[src/rtl/silife_load_pkg.sv]
// Shared types for the tile serial load-chain master.
package silife_load_pkg;

  localparam int LOAD_BYTE_W = 8;

  typedef enum logic [2:0] {
    IDLE,
    FETCH,
    SHIFT_LO,
    SHIFT_HI,
    TAIL
  } load_state_t;

endpackage

[src/rtl/silife_load_phase_timer.sv]
// Half-period timer for the load clock: counts CLK_DIV enabled cycles, strobes
// expire on the last one and rearms itself.
module silife_load_phase_timer #(
  parameter int CLK_DIV = 2
) (
  input  logic clk,
  input  logic reset,
  input  logic restart,
  input  logic en,
  output logic expire
);

  localparam int TW = $clog2(CLK_DIV + 1);
  localparam logic [TW-1:0] LAST = TW'(CLK_DIV - 1);

  logic [TW-1:0] cnt;

  assign expire = en && (cnt == LAST);

  always_ff @(posedge clk or negedge reset) begin
    if (!reset) begin
      cnt <= '0;
    end else if (restart || expire) begin
      cnt <= '0;
    end else if (en) begin
      cnt <= cnt + TW'(1);
    end
  end

endmodule

[src/rtl/silife_load_master.sv]
// Master end of the tile serial load chain: shifts byte-fed frames out MSB first
// and returns the bits coming back from the last tile as readback bytes.
module silife_load_master
  import silife_load_pkg::*;
#(
  parameter int CLK_DIV    = 2,
  parameter int FRAME_BITS = 64
) (
  input  logic                   clk,
  input  logic                   reset,
  input  logic                   i_start,
  input  logic [LOAD_BYTE_W-1:0] i_data,
  input  logic                   i_valid,
  output logic                   o_ready,
  output logic                   o_load_cs,
  output logic                   o_load_clk,
  output logic                   o_load_data,
  input  logic                   i_chain_data,
  output logic [LOAD_BYTE_W-1:0] o_rd_data,
  output logic                   o_rd_valid,
  output logic                   o_busy,
  output logic                   o_done
);

  localparam int BW = $clog2(FRAME_BITS + 1);
  localparam logic [BW-1:0] FRAME_LAST = BW'(FRAME_BITS);

  load_state_t            state;
  logic [LOAD_BYTE_W-1:0] tx;
  logic [LOAD_BYTE_W-1:0] rx;
  logic [BW-1:0]          bitcnt;
  logic [BW-1:0]          bit_next;
  logic [LOAD_BYTE_W-1:0] rx_next;
  logic                   byte_end;
  logic                   phase_en;
  logic                   phase_restart;
  logic                   phase_expire;

  frame_bits_legal: assert property (@(posedge clk)
    (FRAME_BITS % 8 == 0) && (FRAME_BITS >= 8) && (CLK_DIV >= 1));

  // Both serial outputs come straight off the shift registers.
  assign o_load_data = tx[LOAD_BYTE_W-1];
  assign o_rd_data   = rx;

  always_comb begin
    bit_next      = bitcnt + BW'(1);
    rx_next       = {rx[LOAD_BYTE_W-2:0], i_chain_data};
    byte_end      = (bit_next[2:0] == 3'd0);
    phase_en      = ((state == SHIFT_LO) || (state == SHIFT_HI) || (state == TAIL)) && !o_done;
    phase_restart = (state == IDLE) || (state == FETCH);
  end

  silife_load_phase_timer #(
    .CLK_DIV (CLK_DIV)
  ) u_phase_timer (
    .clk     (clk),
    .reset   (reset),
    .restart (phase_restart),
    .en      (phase_en),
    .expire  (phase_expire)
  );

  always_ff @(posedge clk or negedge reset) begin
    if (!reset) begin
      state      <= IDLE;
      tx         <= '0;
      rx         <= '0;
      bitcnt     <= '0;
      o_ready    <= 1'b0;
      o_load_cs  <= 1'b0;
      o_load_clk <= 1'b0;
      o_rd_valid <= 1'b0;
      o_busy     <= 1'b0;
      o_done     <= 1'b0;
    end else begin
      o_rd_valid <= 1'b0;
      case (state)
        IDLE: begin
          if (i_start) begin
            state     <= FETCH;
            o_load_cs <= 1'b1;
            o_busy    <= 1'b1;
            o_ready   <= 1'b1;
            bitcnt    <= '0;
          end
        end
        FETCH: begin
          if (i_valid) begin
            tx      <= i_data;
            o_ready <= 1'b0;
            state   <= SHIFT_LO;
          end
        end
        SHIFT_LO: begin
          if (phase_expire) begin
            o_load_clk <= 1'b1;
            state      <= SHIFT_HI;
          end
        end
        SHIFT_HI: begin
          // Sample at the end of the high phase; the next data bit is only
          // presented once the clock is low again.
          if (phase_expire) begin
            rx         <= rx_next;
            bitcnt     <= bit_next;
            o_load_clk <= 1'b0;
            o_rd_valid <= byte_end;
            if (bit_next == FRAME_LAST) begin
              state <= TAIL;
            end else if (byte_end) begin
              state   <= FETCH;
              o_ready <= 1'b1;
            end else begin
              tx    <= {tx[LOAD_BYTE_W-2:0], 1'b0};
              state <= SHIFT_LO;
            end
          end
        end
        TAIL: begin
          // The done cycle is still part of TAIL, so a start landing on it is dropped.
          if (o_done) begin
            o_done <= 1'b0;
            o_busy <= 1'b0;
            state  <= IDLE;
          end else if (phase_expire) begin
            o_load_cs <= 1'b0;
            o_done    <= 1'b1;
          end
        end
        default: state <= IDLE;
      endcase
    end
  end

endmodule

[config.mk]
export PLATFORM = sky130hd
export DESIGN_NAME = silife_load_master
export DESIGN_NICKNAME = d
export VERILOG_FILES = /design/src/rtl/silife_load_pkg.sv /design/src/rtl/silife_load_phase_timer.sv /design/src/rtl/silife_load_master.sv
export SDC_FILE = /design/constraint.sdc
export NUM_CORES = 1
export LEC_CHECK = 0
export CAP_MARGIN = 20
export CORE_MARGIN = 5
export CORE_UTILIZATION = 53
export CTS_CLUSTER_DIAMETER = 30
export DETAILED_ROUTE_END_ITERATION = 8
export PLACE_DENSITY = 0.79
export SLEW_MARGIN = 30
export SYNTH_ARGS = -nofsm -noshare
export SYNTH_HDL_FRONTEND = slang
export SYNTH_SLANG_ARGS = --single-unit
[constraint.sdc]
create_clock -name clk -period 2.1 [get_ports clk]
set_input_delay 0.42 -clock clk [delete_from_list [all_inputs] [get_ports clk]]
set_output_delay 0.42 -clock clk [all_outputs]
set_load 0.01 [all_outputs]
=== Word level (Yosys, flattened, before mapping) ===
Cells that the tools add are included.
Widths: inputs -> output; s select.

* Word-level logic and storage cells: 87
* Input bits: 13
* Register bits after elaboration: 34

* Equal/unequal tests: 16
* Reduce and logical (&&, ||, !) cells: 23
* Multiplexer cells: 35
* Add/subtract/negate cells: 2

{| class="wikitable"
|+ Operators with widths
! cell !! number
|-
| $mux 8 || 4
|-
| $mux 3 || 6
|-
| $pmux 8 s2 || 1
|-
| $pmux 3 s5 || 1
|-
| $mux 7 || 2
|-
| $ne 2x2->1 const B || 7
|-
| $pmux 7 s2 || 1
|-
| $mux 1 || 13
|-
| $reduce_and 5->1 || 2
|-
| $reduce_bool 2->1 || 5
|-
| $reduce_and 3->1 || 3
|-
| $add 7x1->7 const B || 1
|-
| $eq 7x7->1 const B || 1
|-
| $eq 3x2->1 const B || 2
|-
| $logic_not 3->1 || 2
|-
| $mux 2 || 3
|-
| $ne 2x1->1 const B || 3
|-
| $pmux 1 s2 || 3
|-
| $reduce_and 6->1 || 1
|-
| $logic_or 1x1->1 || 4
|-
| $reduce_and 4->1 || 1
|-
| $eq 3x1->1 const B || 1
|-
| $eq 3x3->1 const B || 1
|-
| $pmux 1 s3 || 1
|-
| other kinds (6) || 7
|}

=== Depth between registers and ports, before layout ===
Gate-level depths: netlist of run 1.

* Depth in word-level cells: 8
* Mapped depth: 8

=== Modules after synthesis ===
Synthesis of run 1 repeated with hierarchy kept, for this count alone.

* Cell total of the unflattened synthesis: 171
* Area, all modules: 1,739.2 um^2

{| class="wikitable"
|+ Modules (own cells, without submodules)
! module !! times used !! cells each !! area each (um^2) !! seq. area each (um^2)
|-
| silife_load_master || 1 || 161 || 1,627.8 || 800.8
|-
| silife_load_phase_timer || 1 || 10 || 111.4 || 50.0
|}

=== Worst setup path after synthesis of run 1 ===
Ideal clock, no wire load.

* Kind: register to register
* Start: register bitcnt[0]
* End: register tx[5]
* Clock period less this slack: 1.792 ns
* Required time: 2.010 ns
* Setup slack: 0.308 ns
* Data arrival time: 1.701 ns
* Stages on the path, launching flop included: 8
* Path buffers: 1
* Setup time: 0.090 ns
* Cell sequence: dfrtp_1 -> ha_1 -> ha_1 -> nand4bb_1 -> a21oi_2 -> buf_2 -> nand3_1 -> o221ai_1

* Word-level cells in the longest chain between the ends: 4
* Elaborated cells on any way between the ends: 6

{| class="wikitable"
|+ Ends and longest elaborated chain
! item !! line !! source
|-
| start, declared || silife_load_master.sv:31 || <nowiki>logic [BW-1:0] bitcnt;</nowiki>
|-
| start signal, assigned || silife_load_master.sv:106 || <nowiki>bitcnt <= bit_next;</nowiki>
|-
| $add 7x1->7 (*) || silife_load_master.sv:47 || <nowiki>bit_next = bitcnt + BW'(1);</nowiki>
|-
| $eq 7x7->1 / $logic_not 3->1 (equally long branches) || silife_load_master.sv:109, silife_load_master.sv:49 ||
|-
| $ne 2x2->1 (no line) || n/a ||
|-
| $reduce_and 5->1 (no line) (*) || n/a ||
|-
| end signal, assigned || silife_load_master.sv:90 || <nowiki>tx <= i_data;</nowiki>
|-
| end signal, assigned || silife_load_master.sv:115 || <nowiki>tx <= {tx[LOAD_BYTE_W-2:0], 1'b0};</nowiki>
|-
| end, declared || silife_load_master.sv:29 || <nowiki>logic [LOAD_BYTE_W-1:0] tx;</nowiki>
|}

Mark *: on every way between the ends. The rest lies on a longest branch, timed or not.
A chain may end at the register's enable or synchronous reset.

=== Worst setup path after layout of run 1 ===
* Start: register o_done
* End: output port o_done

{| class="wikitable"
|+ RTL lines
! item !! line !! source
|-
| start, declared || silife_load_master.sv:22 || <nowiki>output logic o_done</nowiki>
|-
| start signal, assigned || silife_load_master.sv:75 || <nowiki>o_done <= 1'b0;</nowiki>
|-
| start signal, assigned || silife_load_master.sv:123 || <nowiki>o_done <= 1'b0;</nowiki>
|-
| start signal, assigned || silife_load_master.sv:128 || <nowiki>o_done <= 1'b1;</nowiki>
|}

No word-level cell between the ends.

==> results of run 1 <==
where the power goes:
group          leakage (µW)  internal [µW]  switching, µW
clock             0.0000585            403            233
combinational      0.000443            517            449
sequential         0.000420            880            183
final timing paths:
| check | cells after the start | end | slack [ns] |
|---|---|---|---|
| max | 1 | o_done | 0.17 |
| max reg2reg | 7 | tx[7]$_DFFE_PN0P_ | 0.23 |
| min in group clk | 2 | o_load_clk$_DFFE_PN0P_ | 0.51 |
| max in group asynchronous | 2 | bitcnt[0]$_DFFE_PN0P_ | 1.32 |
| min reg2reg | 2 | o_load_clk$_DFFE_PN0P_ | 0.51 |
| min | 2 | tx[7]$_DFFE_PN0P_ | 0.46 |
area by class of cell:
class | count | area (µm²)
multi-input cells | 118 | 810.8
flip-flops and latches | 34 | 850.8
clock inverters | 2 | 60.06
repair buffers | 36 | 337.8
fillers | 263 | 1079
clock buffers | 6 | 51.30
well taps | 46 | 57.56
inverters | 10 | 37.54
metal layers:
metal | wire [µm] | GRT usage | vias up
met4 | 54 | 0.08101 | 0
met2 | 1876 | 0.3196 | 39
li1 | - | - | 701
met1 | 1686 | 0.2216 | 703
met3 | 175 | 0.05990 | 6
met5 | 0 | 0 | -
metrics by stage:
stage | hold WS [ns] | power [µW] | cells | util | instance area (µm²)
6_report | 0.4585 | 2666 | 252 | 0.6716 | 2206
3_3_place_gp | 0.4868 | 1990 | 244 | 0.6377 | 2095
2_1_floorplan | 0.1244 | 1641 | 173 | - | 1757
3_5_place_dp | 0.4935 | 2048 | 244 | 0.6377 | 2095
4_1_cts | 0.4614 | 2686 | 252 | 0.6716 | 2206
5_1_grt | 0.4871 | 2832 | 252 | 0.6716 | 2206
synthesized netlist by cell type, types with 3 or more instances:
cell type and instances:
ha_1 3, nand2b_1 7, nand3_1 16, o31ai_1 3, buf_2 4, a22o_1 3
nand2_1 9, o21ai_0 12, clkbuf_1 5, mux2_2 10, inv_1 10, nor3_1 3
nor2_1 7, o221ai_1 7, a21oi_1 9, dfrtp_1 34, a21o_1 3
sequential cells by signal (all words and copies together), names as in the netlist:
| signal | count |
|---|---|
| o_rd_data | 8 |
| tx | 8 |
| bitcnt | 7 |
| state | 3 |
| u_phase_timer.cnt | 2 |
| o_busy | 1 |
| o_done | 1 |
| o_load_clk | 1 |
| o_load_cs | 1 |
| o_rd_valid | 1 |
| o_ready | 1 |
worst reg2reg max path: cells and delay by family (launching register included):
kind / cells / cell delay, ns
flops: 1 / 0.41
simple gates: 2 / 0.32
buf+inv: 1 / 0.22
compound gates: 2 / 0.38
fa+ha+maj: 2 / 0.47
cells by family (layout without fill, tap and decap cells):
family          after synthesis  count (layout)  synth area share
compound gates               48              48            0.1866
xor+xnor                      1               1          0.004987
fa+ha+maj                     3               3           0.02137
buf+inv                      21              54           0.05414
flops                        34              34            0.4843
mux                          11              11           0.06980
simple gates                 55              55            0.1788
==> summary.md, run 1 <==
| Metric | Value |
|---|---|
| Post-CTS sizing | 0 |
| Synthesized Nets | between 150 and 200 |
| Rel. slew slack | 0.6584 |
| TritonCTS clock tree | built |
| Via Count | 1449 |
| Setup CP Type | flip-flop to primary output |
| Clock slew at reported path FFs | roughly 0.12 ns |
| Sequential fraction of the synthesis area | 0.4843 |
| Worst-margin pin slew | 0.4981 ns |
| Fin Clk Skew | around 0.016 ns |
| Setup crit end kind | primary output |
| Initial antenna violation count | 0 |
| Max Slew Vio Count | 0 |
| CP cell instances | clkdlybuf4s50_1 |
| Largest area contributor in the netlist | dfrtp_1 |
| Endpoints failing setup | 0 |
| Postcts setup bufs | 0 |
| Syn avg cell area | a little over 10 µm² |
| DRC | 0 |
| Power Dens Cells | 1208 nW/µm² |
| HP Class | primary input to async pin |
| Setup TNS | 0 ns |
| Core area | 3284 µm² |
| DP HPWL | ~2700 µm |
| Crit path max-delay family | buffers and inverters |
| Worst r2r src | bitcnt[0]$_DFFE_PN0P_ |
| Die extent in x | about 68 µm |
| Register bit total from synthesis | 34 |
| Crit-path max FO | 13 |
| Synthesized area | about 1800 µm² |
| Commonest non-fill, non-tap cells in the layout | 34 x dfrtp_1, 27 x clkdlybuf4s50_1, 16 x nand3_1, 12 x o21ai_0 |
| Final Hold Vio Count | 0 |
| IO Pins | 28 |
| Unique masters post-synth | between 40 and 50 |
| Startpoint Class | flip-flop |
| Max stage delay on crit path | a little over 0.6 ns |
| Largest net degree at the start of global routing | 35 |
| Crit path buffers/inverters | 1 |
| Post-cts hold buffer count | 0 |
| Vias per inst | about 5.8 |
| Max cap viols | 0 |
| Setup crit start | o_done$_DFFE_PN0P_ |
| Congestion Overflow GR | 0 |
| Drt wl/cell | 15.05 µm |
| Row count | 21 |
| H-tree Lvls | 2 |
| Period utilization | 0.9201 |
| Final Wtd Congestion | slightly below 0.8 |
| Post-Syn Instances | roughly 170 |
| Leak pwr | between 0.0009 and 0.001 µW |
| Synth area leaders | dfrtp_1 48%, mux2_2 6.4%, nand3_1 4.6% |
| Place WS | around 0.068 ns |
| Final min period | 1.932 ns |
| First-pass GRT wire length | 6499 µm |
| Area growth from synthesis to layout | 25.57% |
| Drt first pass iters | 4 |
| Ant diodes | 0 |
| Final nets | 221 |
| Share of the synthesized area in the top cell type | 0.4843 |
| Count of flip-flops with a built-in enable after synthesis | 0 |
| Port Buffers | 27 |
| CP arrival | around 1.5 ns |
| Vias in the first global route | around 1500 |
| Max Fclk | just over 500 MHz |
| Required @ worst endpoint | roughly 1.7 ns |
| Die area | around 4600 µm² |
| Die height | 67.57 µm |
| Tot GR Track Use | 0.1900 |
| Clk root buf | clkbuf_4 |
| DRT iter0 DRCs | 70 |
| Layout cells sized above 1 | 0.1553 |
| Most common cell after layout, fill and taps aside | dfrtp_1 |
| Total CTS buffers | 5 |
| DRT Wirelength | roughly 3800 µm |
| RSZ-0062 raised after global routing | false |
| Starting Density | 0.5349 |
| Status | finished, final reports clean |
| Ys async rst share | 1.000 |
| Clk Latency, worst-skew pair | roughly 0.35 ns |
| Ys flop type | dfrtp_1 |
| Max Buffers Root-to-Sink | 2 |
| Remaining antenna violation count after routing | 0 |
| Clock Sink Count | 34 |
| Peak supply drop | 0.6100 mV |
| Warning count from the yosys run | 0 |
| Final Worst Setup Slack | between 0.15 and 0.2 ns |
| Slowest cell on crit path | clkdlybuf4s50_1 |
No activity file was read; power rests on OpenSTA's default activity.
==> run 2: changes to the inputs <==
Settings changed: SKIP_CTS_REPAIR_TIMING from default to 1.
==> results of run 2 <==
Final layout, timing and power as in run 1 (identical DEF).
